[src/rtl/operand_forward_unit.sv]
// Execute-stage operand bypass network with load-use stall detection and a
// per-port capture buffer. Optional stall-cycle counter enabled by FWD_PERF_EN.
module operand_forward_unit #(
  parameter int NPORTS  = 2,
  parameter int NSTAGES = 2,
  parameter int XLEN    = 64,
  parameter int RADDR   = 5
) (
  input  logic                      clk,
  input  logic                      reset,
  input  logic [NPORTS*RADDR-1:0]   src_addr,
  input  logic [NPORTS*XLEN-1:0]    src_data,
  input  logic                      hold,
  input  logic [NSTAGES-1:0]        p_valid,
  input  logic [NSTAGES*RADDR-1:0]  p_rd,
  input  logic [NSTAGES-1:0]        p_ready,
  input  logic [NSTAGES*XLEN-1:0]   p_data,
  input  logic                      wb_valid,
  input  logic [RADDR-1:0]          wb_rd,
  input  logic [XLEN-1:0]           wb_data,
  output logic [NPORTS*XLEN-1:0]    op_data,
  output logic                      stall_req
`ifdef FWD_PERF_EN
  ,
  output logic [31:0]               stall_cycles
`endif
);

  logic [NPORTS-1:0] hazard;

  genvar gi;
  generate
    for (gi = 0; gi < NPORTS; gi++) begin : g_port
      logic [RADDR-1:0] addr;
      logic [XLEN-1:0]  reg_val;
      logic             cap_valid_reg;
      logic [XLEN-1:0]  cap_data_reg;
      logic             stage_hit;
      logic             stage_rdy;
      logic [XLEN-1:0]  stage_val;
      logic             fwd;
      logic             haz;
      logic [XLEN-1:0]  val;

      assign addr    = src_addr[gi*RADDR +: RADDR];
      assign reg_val = src_data[gi*XLEN +: XLEN];

      // Scan oldest to youngest so the youngest matching stage wins.
      always_comb begin
        stage_hit = 1'b0;
        stage_rdy = 1'b0;
        stage_val = '0;
        for (int s = NSTAGES - 1; s >= 0; s--) begin
          if (p_valid[s] && (p_rd[s*RADDR +: RADDR] == addr)) begin
            stage_hit = 1'b1;
            stage_rdy = p_ready[s];
            stage_val = p_data[s*XLEN +: XLEN];
          end
        end
      end

      always_comb begin
        fwd = 1'b0;
        haz = 1'b0;
        val = cap_valid_reg ? cap_data_reg : reg_val;
        if (addr == '0) begin
          val = '0;
        end else if (stage_hit) begin
          if (stage_rdy) begin
            fwd = 1'b1;
            val = stage_val;
          end else begin
            haz = 1'b1;
          end
        end else if (wb_valid && (wb_rd == addr)) begin
          fwd = 1'b1;
          val = wb_data;
        end
      end

      always_ff @(posedge clk) begin
        if (reset) begin
          cap_valid_reg <= 1'b0;
          cap_data_reg  <= '0;
        end else if (hold) begin
          if (fwd) begin
            cap_valid_reg <= 1'b1;
            cap_data_reg  <= val;
          end
        end else begin
          cap_valid_reg <= 1'b0;
        end
      end

      assign op_data[gi*XLEN +: XLEN] = val;
      assign hazard[gi]               = haz;
    end
  endgenerate

  assign stall_req = |hazard;

`ifdef FWD_PERF_EN
  logic [31:0] stall_cycles_reg;

  always_ff @(posedge clk) begin
    if (reset) begin
      stall_cycles_reg <= '0;
    end else if (stall_req && (stall_cycles_reg != 32'hFFFF_FFFF)) begin
      stall_cycles_reg <= stall_cycles_reg + 32'd1;
    end
  end

  assign stall_cycles = stall_cycles_reg;
`endif

endmodule
[config.mk]
export PLATFORM = sky130hd
export DESIGN_NAME = operand_forward_unit
export DESIGN_NICKNAME = d
export VERILOG_FILES = /design/src/rtl/operand_forward_unit.sv
export SDC_FILE = /design/constraint.sdc
export NUM_CORES = 1
export LEC_CHECK = 0
export ABC_CLOCK_PERIOD_IN_PS = 3300
export CAP_MARGIN = 40
export CORE_AREA = 8 8 183 185
export DETAILED_ROUTE_END_ITERATION = 16
export DIE_AREA = 0 0 191 193
export PLACE_DENSITY = 0.82
export SLEW_MARGIN = 5
export SYNTH_ARGS = -nofsm -noshare
export SYNTH_HDL_FRONTEND = slang
export SYNTH_SLANG_ARGS = --single-unit
export TNS_END_PERCENT = 50
[constraint.sdc]
create_clock -name clk -period 3.3 [get_ports clk]
set_input_delay 0.825 -clock clk [delete_from_list [all_inputs] [get_ports clk]]
set_output_delay 0.825 -clock clk [all_outputs]
set_load 0.005 [all_outputs]
======== After elaboration in Yosys (flattened, before gate mapping) ========
Cells that the tools add are included.
operators by class
  eq/ne operators ......................... 6
  reduce and logical (&&, ||, !) cells .... 12
  bitwise logic cells ..................... 1
  multiplexer cells ....................... 36
operators by type and width
  cell               number
  $mux 64            14
  $eq 5x5->1         6
  $mux 1             22
  $logic_not 5->1    2
  $logic_and 1x1->1  6
  $reduce_and 2->1   2
  $reduce_or 2->1    2
  $not 1->1          1
storage, ports and cells
  output and inout bits ................... 129
  register bits ........................... 130
  logic and storage cells ................. 59

======== Depth between registers and ports, before layout ========
  word-level depth ........................ 8
  gate-level depth with buffers ........... 9
  depth with buffers taken out ............ 6

======== Worst setup path before layout ========
No wires, ideal clock.
  kind .................................... input -> output
  start point ............................. input src_addr[3]
  end point ............................... output op_data[17]
  setup slack ............................. -163 ps
  data required time ...................... 2475 ps
  buffers on the path ..................... 3
  data arrival time ....................... 2638 ps
  cell stages on the path ................. 9
  cells stage by stage .................... xor2_1 nor4_2 and3_1 buf_2 buf_4 buf_4 mux2_2 mux2i_1 nor2b_1
between the ends
  longest elaborated chain between the ends .. 7
  elaborated cells on any way between the ends .. 17
RTL lines
  element                                          RTL line  source
  from (decl)                                      11        input logic [NPORTS*RADDR-1:0] src_addr,
  $eq 5x5->1                                       54        if (p_valid[s] && (p_rd[s*RADDR +: RADDR] == addr)) begin
  $logic_and 1x1->1                                54
  $mux 64 or $mux 1 (tied branches) (2 in series)  54
  $mux 64                                          69        if (stage_rdy) begin
  $mux 64                                          68        end else if (stage_hit) begin
  $mux 64 *                                        66        if (addr == '0) begin
  to (decl)                                        21        output logic [NPORTS*XLEN-1:0] op_data,
Every way passes the cells marked *; elsewhere a longest branch is shown, timed or not.

======== Worst setup path after layout ========
  start point ............................. input p_rd[2]
  end point ............................... output op_data[38]
between the ends
  longest elaborated chain between the ends .. 6
  elaborated cells on any way between the ends .. 8
RTL lines
  element                            RTL line  source
  from (decl)                        15        input logic [NSTAGES*RADDR-1:0] p_rd,
  $eq 5x5->1 *                       54
  $logic_and 1x1->1 *                54
  $mux 64 or $mux 1 (tied branches)  54
  $mux 64                            69
  $mux 64 *                          68
  $mux 64 *                          66
Marked as above.

==> out/qor.yml <==
wl_um: 76700
worstSkewPairLatency_ns: 0.45
clock-root-buffer: "clkbuf_16"
cp_max_fo: 7
rsz0062_at_grt: "true"
ctsHoldBuffers: 0
powerDensity_nw_per_um2: 261
syn_to_final_growth_pct: 108
startpoint_type: "primary input"
worst-setup-path-type: "in2out"
first_global_vias: 16364
skew_ns: 0.00902
post-place-ws_ns: -1.30
drv_slew: 0
finalCriticalPeriod_ns: 3.90
cp_data_arrival_time_ns: 3.08
grt_pass1_wl_um: 102000
min_path_type: "reg2reg"
ios: 482
layout_common_cells: "clkdlybuf4s50_1 (323), buf_4 (241), mux2i_1 (195)"
synthArstFlopShare_pct: 0
synth.avg_cell_area_um2: 9.51
synth_top_area_cell: "dfxtp_1"
drtPass1Iterations: 8
synth_top_cells_by_area: "dfxtp_1 (23%), mux2i_1 (22%), mux2_2 (9.8%), o221ai_1 (5.5%), a2bb2o_4 (4.9%)"
ys_ff_latch: 130
dp_hpwl_um: 44100
clockBufferDepth: 2
status: "finished with violations"
drc: 0
synth.distinct_cells: 52
synth.net_count: 1552
layout.cells.non_filler: 2430
grt_max_degree: 49
syn-cell-area_um2: 11400
cts.sinks: 130
worst_setup_path_end_kind: "output port"
portBuffers: 481
fmax_ghz: 0.256
core_um2: 30800
overflow: 0
htree_levels: 4
synth_edf_count: 0
cpPeakStageDelay_ns: 0.31
synth_top_area_share_pct: 22.8
yosys_most_used_dff: "dfxtp_1"
yosysSeqAreaShare_pct: 22.8
place_congestion: 0.945
yosysWarnings: 0
antenna_found_initial: 5
crit_required_ns: 2.47
clkTransAtPathRegs_ns: 0.07
violations: "setup timing"
fp.dieW_um: 191
largest_register_ffs: 128
num_rows: 65
n_fill_cell: 1729
cap_violations: 0
drive_above_1_share_pct: 53.7
p_leak_uw: 0.0101
start_util_pct: 37.0
peakVddDrop_mv: 0.324
antenna_left: 0
placed_area_um2: 18500
vias_per_cell: 6.39
tightest_slew_ns: 0.482
grt_usage_pct: 36.5
finalCritPeriodShare_pct: 118
final_nets: 2363
fp.dieH_um: 193
relSlewSlack_pct: 67.8
dp_cells: 2175
vias: 15539
setup_viol: 132
setup_ws_ns: -0.602
hold_viol_final: 0
path_cells: "buf_6, xor2_2, nor4_2, buf_4, and3_4, buf_12, buf_16, buf_12, mux2_4, mux2i_2, nor2b_4, buf_2"
syn_inst: 1199
layout_commonest_cell: "clkdlybuf4s50_1"
dieArea_um2: 36900
slowest_stage: "mux2_4"
fin_area_um2: 23700
drt-wirelength-per-cell_um: 31.6
drt_iter0_drc: 1467
cts_tree: "done"
cts_buffers: 17
cp_common_cell: "buf_12"
-- repair_timing --
item	4_1_cts	5_1_grt
buffers inserted	163	59
cloned	21	1
pin swaps	55	44
resized for setup	963	265
endpoints found under the setup margin	191	177
-- per-stage QoR --
stage	hold slack (ns)	TNS, ns	util (%)	power [uW]
2_1_floorplan	0.427	-2.12	-	2350
3_5_place_dp	0.450	-203.12	60.1	3530
5_1_grt	0.481	-57.79	76.8	6310
6_report	0.472	-52.15	76.8	6170
3_3_place_gp	0.442	-192.82	60.1	3510
4_1_cts	0.470	-45.00	72.7	5800
-- area by class of cell --
type	instances	area (um^2)	share of cell area, %
well taps	402	503	2.12
multi-input cells	905	10700	45.0
flip-flops and latches	130	2610	11.0
repair buffers	914	9140	38.6
clock buffers	19	464	1.96
clock inverters	12	130	0.549
diodes	6	15.0	0.0634
inverters	42	159	0.671
-- Yosys cell counts, types with 7 or more instances --
cell      number
dfxtp_1      130
o21ai_0       21
o21a_1        29
xor2_1        20
mux2i_1      251
a21oi_1       92
clkbuf_1      52
mux2_2        99
a2bb2o_4      28
a2bb2o_1       7
buf_2         49
a2bb2o_2      40
inv_1         42
nand2_1        7
buf_4          8
nor2b_1       49
nor2_1        15
nand3_1        8
o221ai_1      71
buf_6          8
a31oi_1       38
xnor2_1       10
a22o_1        50
nand2b_1      20
-- critical path: cells and delay by family --
kind	cells	cell delay (ns)
XOR/XNOR	1	0.18
buffers and inverters	6	0.81
multiplexers	2	0.50
AND/OR/NAND/NOR	3	0.76
-- per-layer routing --
layer | vias to the layer above | GRT usage (%) | part of all wire, %
li1 | 6282 | - | -
met5 | - | 0 | 0.039
met4 | 4 | 26.2 | 8.5
met1 | 7467 | 38.1 | 34
met3 | 449 | 11.9 | 11
met2 | 1337 | 61.4 | 46
-- report_power, final --
part           switching [uW]  leakage [uW]  internal, uW
logic                    1100       0.00874          1400
clock network             874      0.000291          1180
registers                23.7       0.00105          1600
total                    1990        0.0101          4180
-- cells by family (layout without fill, tap and decap cells) --
logic type | Yosys count | after routing | share of synthesized area [%]
AO/OA/AOI/OAI | 399 | 399 | 29.8
multiplexers | 350 | 350 | 31.8
buffers and inverters | 164 | 987 | 6.73
flip-flops | 130 | 130 | 22.8
AND/OR/NAND/NOR | 126 | 126 | 6.47
XOR/XNOR | 30 | 30 | 2.31
other | 0 | 6 | 0
-- worst paths after layout --
kind	slack, ns	from	to	depth (start not counted)
worst max-delay path	-0.60	p_rd[2]	op_data[38]	12
worst min-delay path	0.47	g_port[0].cap_data_reg[1]	g_port[0].cap_data_reg[1]	1
worst max register to register	0.30	g_port[0].cap_valid_reg	g_port[0].cap_data_reg[16]	17
worst min register to register	0.47	g_port[0].cap_data_reg[1]	g_port[0].cap_data_reg[1]	1
Note: power is estimated with default switching activity, not from simulation.
